[src/rtl/uart_pkg.sv]
// uart_pkg: definitions shared by the UART receiver and transmitter.
// Optional feature macro: UART_RX_PARITY_EN (adds the PARITY receive state).
package uart_pkg;

    localparam int UART_DATA_W = 8;

    typedef enum logic [2:0] {
        RX_IDLE   = 3'd0,
        RX_START  = 3'd1,
        RX_DATA   = 3'd2,
`ifdef UART_RX_PARITY_EN
        RX_PARITY = 3'd3,
`endif
        RX_STOP   = 3'd4
    } rx_state_t;

    // Clock cycles per bit period, rounded to the nearest integer.
    function automatic int unsigned clks_per_bit(input int unsigned clk_hz,
                                                 input int unsigned baud);
        return (clk_hz + baud / 2) / baud;
    endfunction

endpackage

[src/rtl/sync2.sv]
// sync2: two-flop synchroniser for a single asynchronous input.
// The flops reset to RST_VAL so an idle serial line reads high out of reset.
module sync2 #(
    parameter logic RST_VAL = 1'b1
) (
    input  logic clk,
    input  logic rst,
    input  logic d_i,
    output logic q_o
);

    logic meta_q, meta_d;
    logic sync_q, sync_d;

    // Next-state for the two-stage shift.
    always_comb begin
        meta_d = d_i;
        sync_d = meta_q;
    end

    // Synchroniser flops; the first stage may go metastable, the second settles it.
    always_ff @(posedge clk or negedge rst) begin
        // NOTE: non-blocking assignments keep both stages sampling the
        // pre-edge values, so the chain really is two clocks deep.
        if (!rst) begin
            meta_q <= RST_VAL;
            sync_q <= RST_VAL;
        end else begin
            meta_q <= meta_d;
            sync_q <= sync_d;
        end
    end

    assign q_o = sync_q;

endmodule

[src/rtl/uart_rx.sv]
// uart_rx: 8N1 serial receiver (8E1 with UART_RX_PARITY_EN) presenting bytes
// on a ready/valid handshake, with framing, overrun and parity error pulses.
// Optional feature macro: UART_RX_PARITY_EN.
module uart_rx
    import uart_pkg::*;
#(
    parameter int unsigned CLK_HZ = 25_000_000,
    parameter int unsigned BAUD   = 115200
) (
    input  logic                   clk,
    input  logic                   rst,
    input  logic                   rx_i,
    output logic [UART_DATA_W-1:0] m_data_o,
    output logic                   m_valid_o,
    input  logic                   m_ready_i,
    output logic                   frame_err_o,
    output logic                   overrun_o
`ifdef UART_RX_PARITY_EN
    ,
    output logic                   parity_err_o
`endif
);

    localparam int unsigned CPB   = clks_per_bit(CLK_HZ, BAUD);
    localparam int unsigned HALF  = CPB / 2;
    localparam int          CNT_W = $clog2(CPB);

    localparam logic [CNT_W-1:0] CNT_HALF = CNT_W'(HALF - 1);
    localparam logic [CNT_W-1:0] CNT_BIT  = CNT_W'(CPB - 1);

    localparam logic [2:0] S_IDLE   = RX_IDLE;
    localparam logic [2:0] S_START  = RX_START;
    localparam logic [2:0] S_DATA   = RX_DATA;
`ifdef UART_RX_PARITY_EN
    localparam logic [2:0] S_PARITY = RX_PARITY;
`endif
    localparam logic [2:0] S_STOP   = RX_STOP;

    logic                   rx_sync;
    logic                   fall;

    logic                   rx_prev_q,   rx_prev_d;
    logic [2:0]             state_q,     state_d;
    logic [CNT_W-1:0]       cnt_q,       cnt_d;
    logic [2:0]             idx_q,       idx_d;
    logic [UART_DATA_W-1:0] shift_q,     shift_d;
    logic [UART_DATA_W-1:0] data_q,      data_d;
    logic                   valid_q,     valid_d;
    logic                   frame_err_q, frame_err_d;
    logic                   overrun_q,   overrun_d;
    logic                   par_bad;
`ifdef UART_RX_PARITY_EN
    logic                   par_q,        par_d;
    logic                   parity_err_q, parity_err_d;
`endif

    sync2 #(
        .RST_VAL (1'b1)
    ) u_sync (
        .clk (clk),
        .rst (rst),
        .d_i (rx_i),
        .q_o (rx_sync)
    );

    assign fall = rx_prev_q & ~rx_sync;

`ifdef UART_RX_PARITY_EN
    assign par_bad = (par_q != ^shift_q);
`else
    assign par_bad = 1'b0;
`endif

    // Receive state machine, bit counters, handshake and error pulses.
    always_comb begin
        // NOTE: every _d gets a default before the case statement so no
        // path leaves a signal unassigned and no latch is inferred.
        rx_prev_d   = rx_sync;
        state_d     = state_q;
        cnt_d       = cnt_q;
        idx_d       = idx_q;
        shift_d     = shift_q;
        data_d      = data_q;
        valid_d     = valid_q;
        frame_err_d = 1'b0;
        overrun_d   = 1'b0;
`ifdef UART_RX_PARITY_EN
        par_d        = par_q;
        parity_err_d = 1'b0;
`endif

        if (valid_q && m_ready_i) begin
            valid_d = 1'b0;
        end

        case (state_q)
            S_IDLE: begin
                if (fall) begin
                    cnt_d   = '0;
                    state_d = S_START;
                end
            end

            S_START: begin
                if (cnt_q == CNT_HALF) begin
                    if (!rx_sync) begin
                        cnt_d   = '0;
                        idx_d   = '0;
                        state_d = S_DATA;
                    end else begin
                        // Line back high at mid start bit: a glitch, not a frame.
                        state_d = S_IDLE;
                    end
                end else begin
                    cnt_d = cnt_q + CNT_W'(1);
                end
            end

            S_DATA: begin
                if (cnt_q == CNT_BIT) begin
                    shift_d[idx_q] = rx_sync;
                    cnt_d          = '0;
                    idx_d          = idx_q + 3'd1;
                    if (idx_q == 3'd7) begin
`ifdef UART_RX_PARITY_EN
                        state_d = S_PARITY;
`else
                        state_d = S_STOP;
`endif
                    end
                end else begin
                    cnt_d = cnt_q + CNT_W'(1);
                end
            end

`ifdef UART_RX_PARITY_EN
            S_PARITY: begin
                if (cnt_q == CNT_BIT) begin
                    par_d   = rx_sync;
                    cnt_d   = '0;
                    state_d = S_STOP;
                end else begin
                    cnt_d = cnt_q + CNT_W'(1);
                end
            end
`endif

            S_STOP: begin
                if (cnt_q == CNT_BIT) begin
                    cnt_d   = '0;
                    state_d = S_IDLE;
                    if (!rx_sync) begin
                        frame_err_d = 1'b1;
                    end else if (par_bad) begin
`ifdef UART_RX_PARITY_EN
                        parity_err_d = 1'b1;
`endif
                    end else if (valid_q) begin
                        // Previous byte not yet consumed: keep it, drop the new one.
                        overrun_d = 1'b1;
                    end else begin
                        data_d  = shift_q;
                        valid_d = 1'b1;
                    end
                end else begin
                    cnt_d = cnt_q + CNT_W'(1);
                end
            end

            default: begin
                cnt_d   = '0;
                state_d = S_IDLE;
            end
        endcase
    end

    // State registers; reset returns to an idle line with no pending byte.
    always_ff @(posedge clk or negedge rst) begin
        if (!rst) begin
            rx_prev_q   <= 1'b1;
            state_q     <= S_IDLE;
            cnt_q       <= '0;
            idx_q       <= '0;
            shift_q     <= '0;
            data_q      <= '0;
            valid_q     <= 1'b0;
            frame_err_q <= 1'b0;
            overrun_q   <= 1'b0;
        end else begin
            rx_prev_q   <= rx_prev_d;
            state_q     <= state_d;
            cnt_q       <= cnt_d;
            idx_q       <= idx_d;
            shift_q     <= shift_d;
            data_q      <= data_d;
            valid_q     <= valid_d;
            frame_err_q <= frame_err_d;
            overrun_q   <= overrun_d;
        end
    end

`ifdef UART_RX_PARITY_EN
    // Parity bit capture and parity error pulse.
    always_ff @(posedge clk or negedge rst) begin
        if (!rst) begin
            par_q        <= 1'b0;
            parity_err_q <= 1'b0;
        end else begin
            par_q        <= par_d;
            parity_err_q <= parity_err_d;
        end
    end

    assign parity_err_o = parity_err_q;
`endif

    assign m_data_o    = data_q;
    assign m_valid_o   = valid_q;
    assign frame_err_o = frame_err_q;
    assign overrun_o   = overrun_q;

endmodule

[config.mk]
export PLATFORM = sky130hd
export DESIGN_NAME = uart_rx
export DESIGN_NICKNAME = d
export VERILOG_FILES = /design/src/rtl/uart_pkg.sv /design/src/rtl/sync2.sv /design/src/rtl/uart_rx.sv
export SDC_FILE = /design/constraint.sdc
export NUM_CORES = 1
export LEC_CHECK = 0
export BUFFER_PORTS_ARGS = -buffer_cell sky130_fd_sc_hd__buf_2
export CAP_MARGIN = 30
export CORE_UTILIZATION = 50
export DETAILED_ROUTE_END_ITERATION = 16
export GPL_TIMING_DRIVEN = 1
export PLACE_DENSITY = 0.69
export SLEW_MARGIN = 20
export SYNTH_ARGS = -nofsm -noshare
export SYNTH_HDL_FRONTEND = slang
export SYNTH_HIERARCHICAL = 1
export SYNTH_SLANG_ARGS = --single-unit
[constraint.sdc]
create_clock -name clk -period 2 [get_ports clk]
set_input_delay 0.1 -clock clk [delete_from_list [all_inputs] [get_ports clk]]
set_output_delay 0.1 -clock clk [all_outputs]
set_load 0.05 [all_outputs]
==> impl_metrics.env <==
export IMPL_status="completed"
export IMPL_grt_util_met3_pct=6.30
export IMPL_worst_pin_slew_ns=0.783
export IMPL_worstReg2RegEnd="m_data_o[4]"
export IMPL_finClkSkew_ns=0.0125
export IMPL_critPathKind="flop to flop"
export IMPL_htree_levels=2
export IMPL_layout_setup_ws_ns=0.0874
export IMPL_cts_buffers=5
export IMPL_drt_iter0_markers=67
export IMPL_avgSynthCellArea_um2=11.7
export IMPL_wire_per_inst_um=15.0
export IMPL_grt_overflow_total=0
export IMPL_ir_drop_mv=0.473
export IMPL_yosysSeqAreaShare_pct=51.4
export IMPL_clk_latency_ns=0.34
export IMPL_syn_area_mm2=0.00176
export IMPL_ctsRootBufferMaster="clkbuf_4"
export IMPL_fillerInstances=289
export IMPL_worstSetupEndpoint="m_data_o[4]"
export IMPL_clkSlewWorstSetupHoldPaths_ns=0.10
export IMPL_dp_slack_ns=0.0912
export IMPL_hold_path_class="input pin to flop"
export IMPL_crit_path_start_kind="flop"
export IMPL_tns_ns=0
export IMPL_worstRegToRegCells=7
export IMPL_p_switching_w=0.000500
export IMPL_p_int_w=0.00121
export IMPL_reg2reg_from="cnt_q[1]"
export IMPL_grt_pass1_wl_um=5540
export IMPL_p_per_area_mw_per_mm2=820
export IMPL_cts_sinks=36
export IMPL_initial_utilization_pct=52.3
export IMPL_clock_path_buffers=2
export IMPL_gp_congestion=0.829
export IMPL_grt_pass1_vias=1194
export IMPL_achievable_frequency_ghz=0.523
export IMPL_p_leak_nw=1.01
export IMPL_netlist_top_cells_area="dfrtp_1, mux2_2, dfstp_2"
export IMPL_synth_top_area_cell="dfrtp_1"
export IMPL_endpoint_kind="flop"
export IMPL_diodes=0
export IMPL_crit_arrival_ns=2.14
export IMPL_port_buffers=14
export IMPL_synth_top_area_share_pct=46.9
export IMPL_postLayoutCoreUtil_pct=62.2
export IMPL_rows=21
export IMPL_grtUsageMet2_pct=30.7
export IMPL_area_growth_pct=18.8
export IMPL_rrSetupSlack_ns=0.09
export IMPL_vias=1279
export IMPL_cts_tree="built"
export IMPL_grt_busiest_layer="met2"
export IMPL_ys_warn_count=6
export IMPL_place_inst=218
export IMPL_route_detailed_drc=0
export IMPL_finalSetupViolations=0
export IMPL_ant_nets=0
export IMPL_crit_path_max_fanout=5
export IMPL_grt_start_max_net_pins=37
export IMPL_post_synth_num_cell_types=41
export IMPL_hpwlAfterDp_um=2360
export IMPL_max_cap_viol_count=0
export IMPL_seq_power_share_pct=50.3
export IMPL_via_per_inst=5.54
export IMPL_drive_above_1_share_pct=35.7
export IMPL_netlist_instances=150
export IMPL_crit_required_ns=2.23
export IMPL_startpoint="cnt_q[1]"
export IMPL_die_h_um=61.3
export IMPL_track_usage_pct=20.6
export IMPL_layout_min_cycle_time_ns=1.91
export IMPL_syn_num_nets=158
export IMPL_dieArea_mm2=0.00376
export IMPL_combPwrFrac_pct=20.5
export IMPL_final_cells=231
export IMPL_slew_headroom_pct=47.8
export IMPL_synth_seq_cells=36
export IMPL_routed_wirelength_um=3470
export IMPL_clkPwrFrac_pct=29.1
export IMPL_finalHoldViolations=0
export IMPL_sw_frac_of_total_pct=29.2
export IMPL_core_area_mm2=0.00336
export IMPL_maxSlewViolCount=0
export IMPL_drtPass1Iterations=4
export IMPL_ios=15
export IMPL_finalCritPeriodShare_pct=95.6
export IMPL_antenna_found_initial=0
export IMPL_die_w_um=61.3
export IMPL_final_nets=192
export IMPL_use_met1_pct=27.8
[critical path: stages (launching register included)]
cell and delay, ns:
dfrtp_1 0.43, inv_2 0.09, ha_4 0.12, and4b_1 0.23, nand2_2 0.09, nor4bb_4 0.32
buf_4 0.20, mux2_2 0.33
[stage by stage]
stage | hold slack (ns) | instance area (um2) | power [W]
after floorplan | -0.196 | 1760 | 0.00106
after global placement | 0.206 | 1950 | 0.00115
after detailed placement | 0.209 | 1950 | 0.00117
after CTS | 0.0259 | 2040 | 0.00167
after global routing | 0.0389 | 2090 | 0.00183
final | 0.0325 | 2090 | 0.00171
[power by group through the flow]
stage	clock network (W)	registers [W]	logic, W
2_1_floorplan	0	0.000864	0.000201
3_3_place_gp	0	0.000867	0.000288
3_5_place_dp	0	0.000872	0.000303
4_1_cts	0.000510	0.000858	0.000306
5_1_grt	0.000550	0.000872	0.000403
6_report	0.000499	0.000863	0.000352
[cells in the mapped netlist (all sizes together)]
cell type / number
a2111oi: 1
a211o: 1
a21o: 2
a21oi: 4
a221oi: 1
a22o: 2
a31oi: 1
and2: 1
and3: 1
and3b: 1
and4b: 1
and4bb: 1
buf: 3
dfrtp: 33
dfstp: 3
dlygate4sd1: 1
ha: 4
inv: 9
mux2: 17
nand2: 7
nand2b: 1
nand3: 10
nand3b: 3
nand4: 1
nand4b: 1
nor2: 7
nor2b: 4
nor3: 6
nor4: 3
nor4bb: 1
o21ai: 7
o221ai: 2
o22ai: 4
or2: 1
or2b: 1
or3b: 1
xnor2: 3
[kinds of logic (layout without fill, tap and decap cells)]
group	after synthesis	after routing	share of synthesized area, %
AND/OR/NAND/NOR	52	52	18.6
flip-flops	36	36	51.4
AO/OA/AOI/OAI	25	25	10.9
multiplexers	17	17	10.9
buffers and inverters	13	48	3.91
adder cells (fa/ha/maj)	4	4	2.85
XOR/XNOR	3	3	1.49
[placed cells by master, fill, tap and decap left out, types with 2 or more instances in the layout]
master / netlist / final
nand3b_1: 3 / 3
o21ai_0: 7 / 7
buf_2: 0 / 14
nand3_1: 10 / 10
mux2_2: 11 / 11
clkbuf_4: 0 / 5
nor2b_1: 4 / 4
dfrtp_1: 33 / 33
ha_1: 4 / 3
inv_2: 0 / 2
o221ai_1: 2 / 2
a21oi_1: 4 / 4
a22o_2: 2 / 2
nand2_1: 7 / 6
dfstp_2: 3 / 3
nor3_1: 5 / 5
dlygate4sd3_1: 0 / 2
nor2_1: 7 / 7
a21o_1: 2 / 2
xnor2_1: 3 / 3
mux2_1: 6 / 6
o22ai_1: 4 / 4
inv_1: 9 / 7
nor4_1: 2 / 2
buf_4: 2 / 15
[state kept, by name, summed over array words and instances (netlist names), 3 cells and up]
name      count
cnt_q         8
m_data_o      8
shift_q       8
idx_q         3
state_q       3
[layer usage]
layer / share of wire [%] / vias up / routed length (um)
met5: 0 / - / 0
met4: 1.2 / 0 / 40
met3: 3.6 / 4 / 126
met2: 48 / 33 / 1680
met1: 47 / 629 / 1620
li1: - / 613 / -
[area by class of cell]
cell class              count  area [um2]  share of cell area, %
clock inverters             2        35.0                   1.68
multi-input cells         101         816                   39.0
well taps                  46        57.6                   2.75
clock buffers               6        41.3                   1.97
inverters                   9        33.8                   1.62
flip-flops and latches     36         905                   43.3
repair buffers             31         203                   9.69
[worst min-delay path by stage]
stage                    from       endpoint  slack [ns]  depth (start not counted)
floorplan                 rst       cnt_q[0]       -0.20                          0
global placement          rst     state_q[1]        0.21                          1
detailed placement       rx_i  u_sync/meta_q        0.21                          1
CTS                 m_ready_i      m_valid_o        0.03                          3
global route        m_ready_i      m_valid_o        0.04                          3
finish              m_ready_i      m_valid_o        0.03                          3
[timing repair]
item | in CTS | in global routing
buffers inserted | 0 | 2
endpoints found under the setup margin | 0 | 8
endpoints found under the hold margin | 34 | 0
hold buffers | 2 | 0
gates resized for setup | 0 | 8
Power figures use the tool's default switching activity.
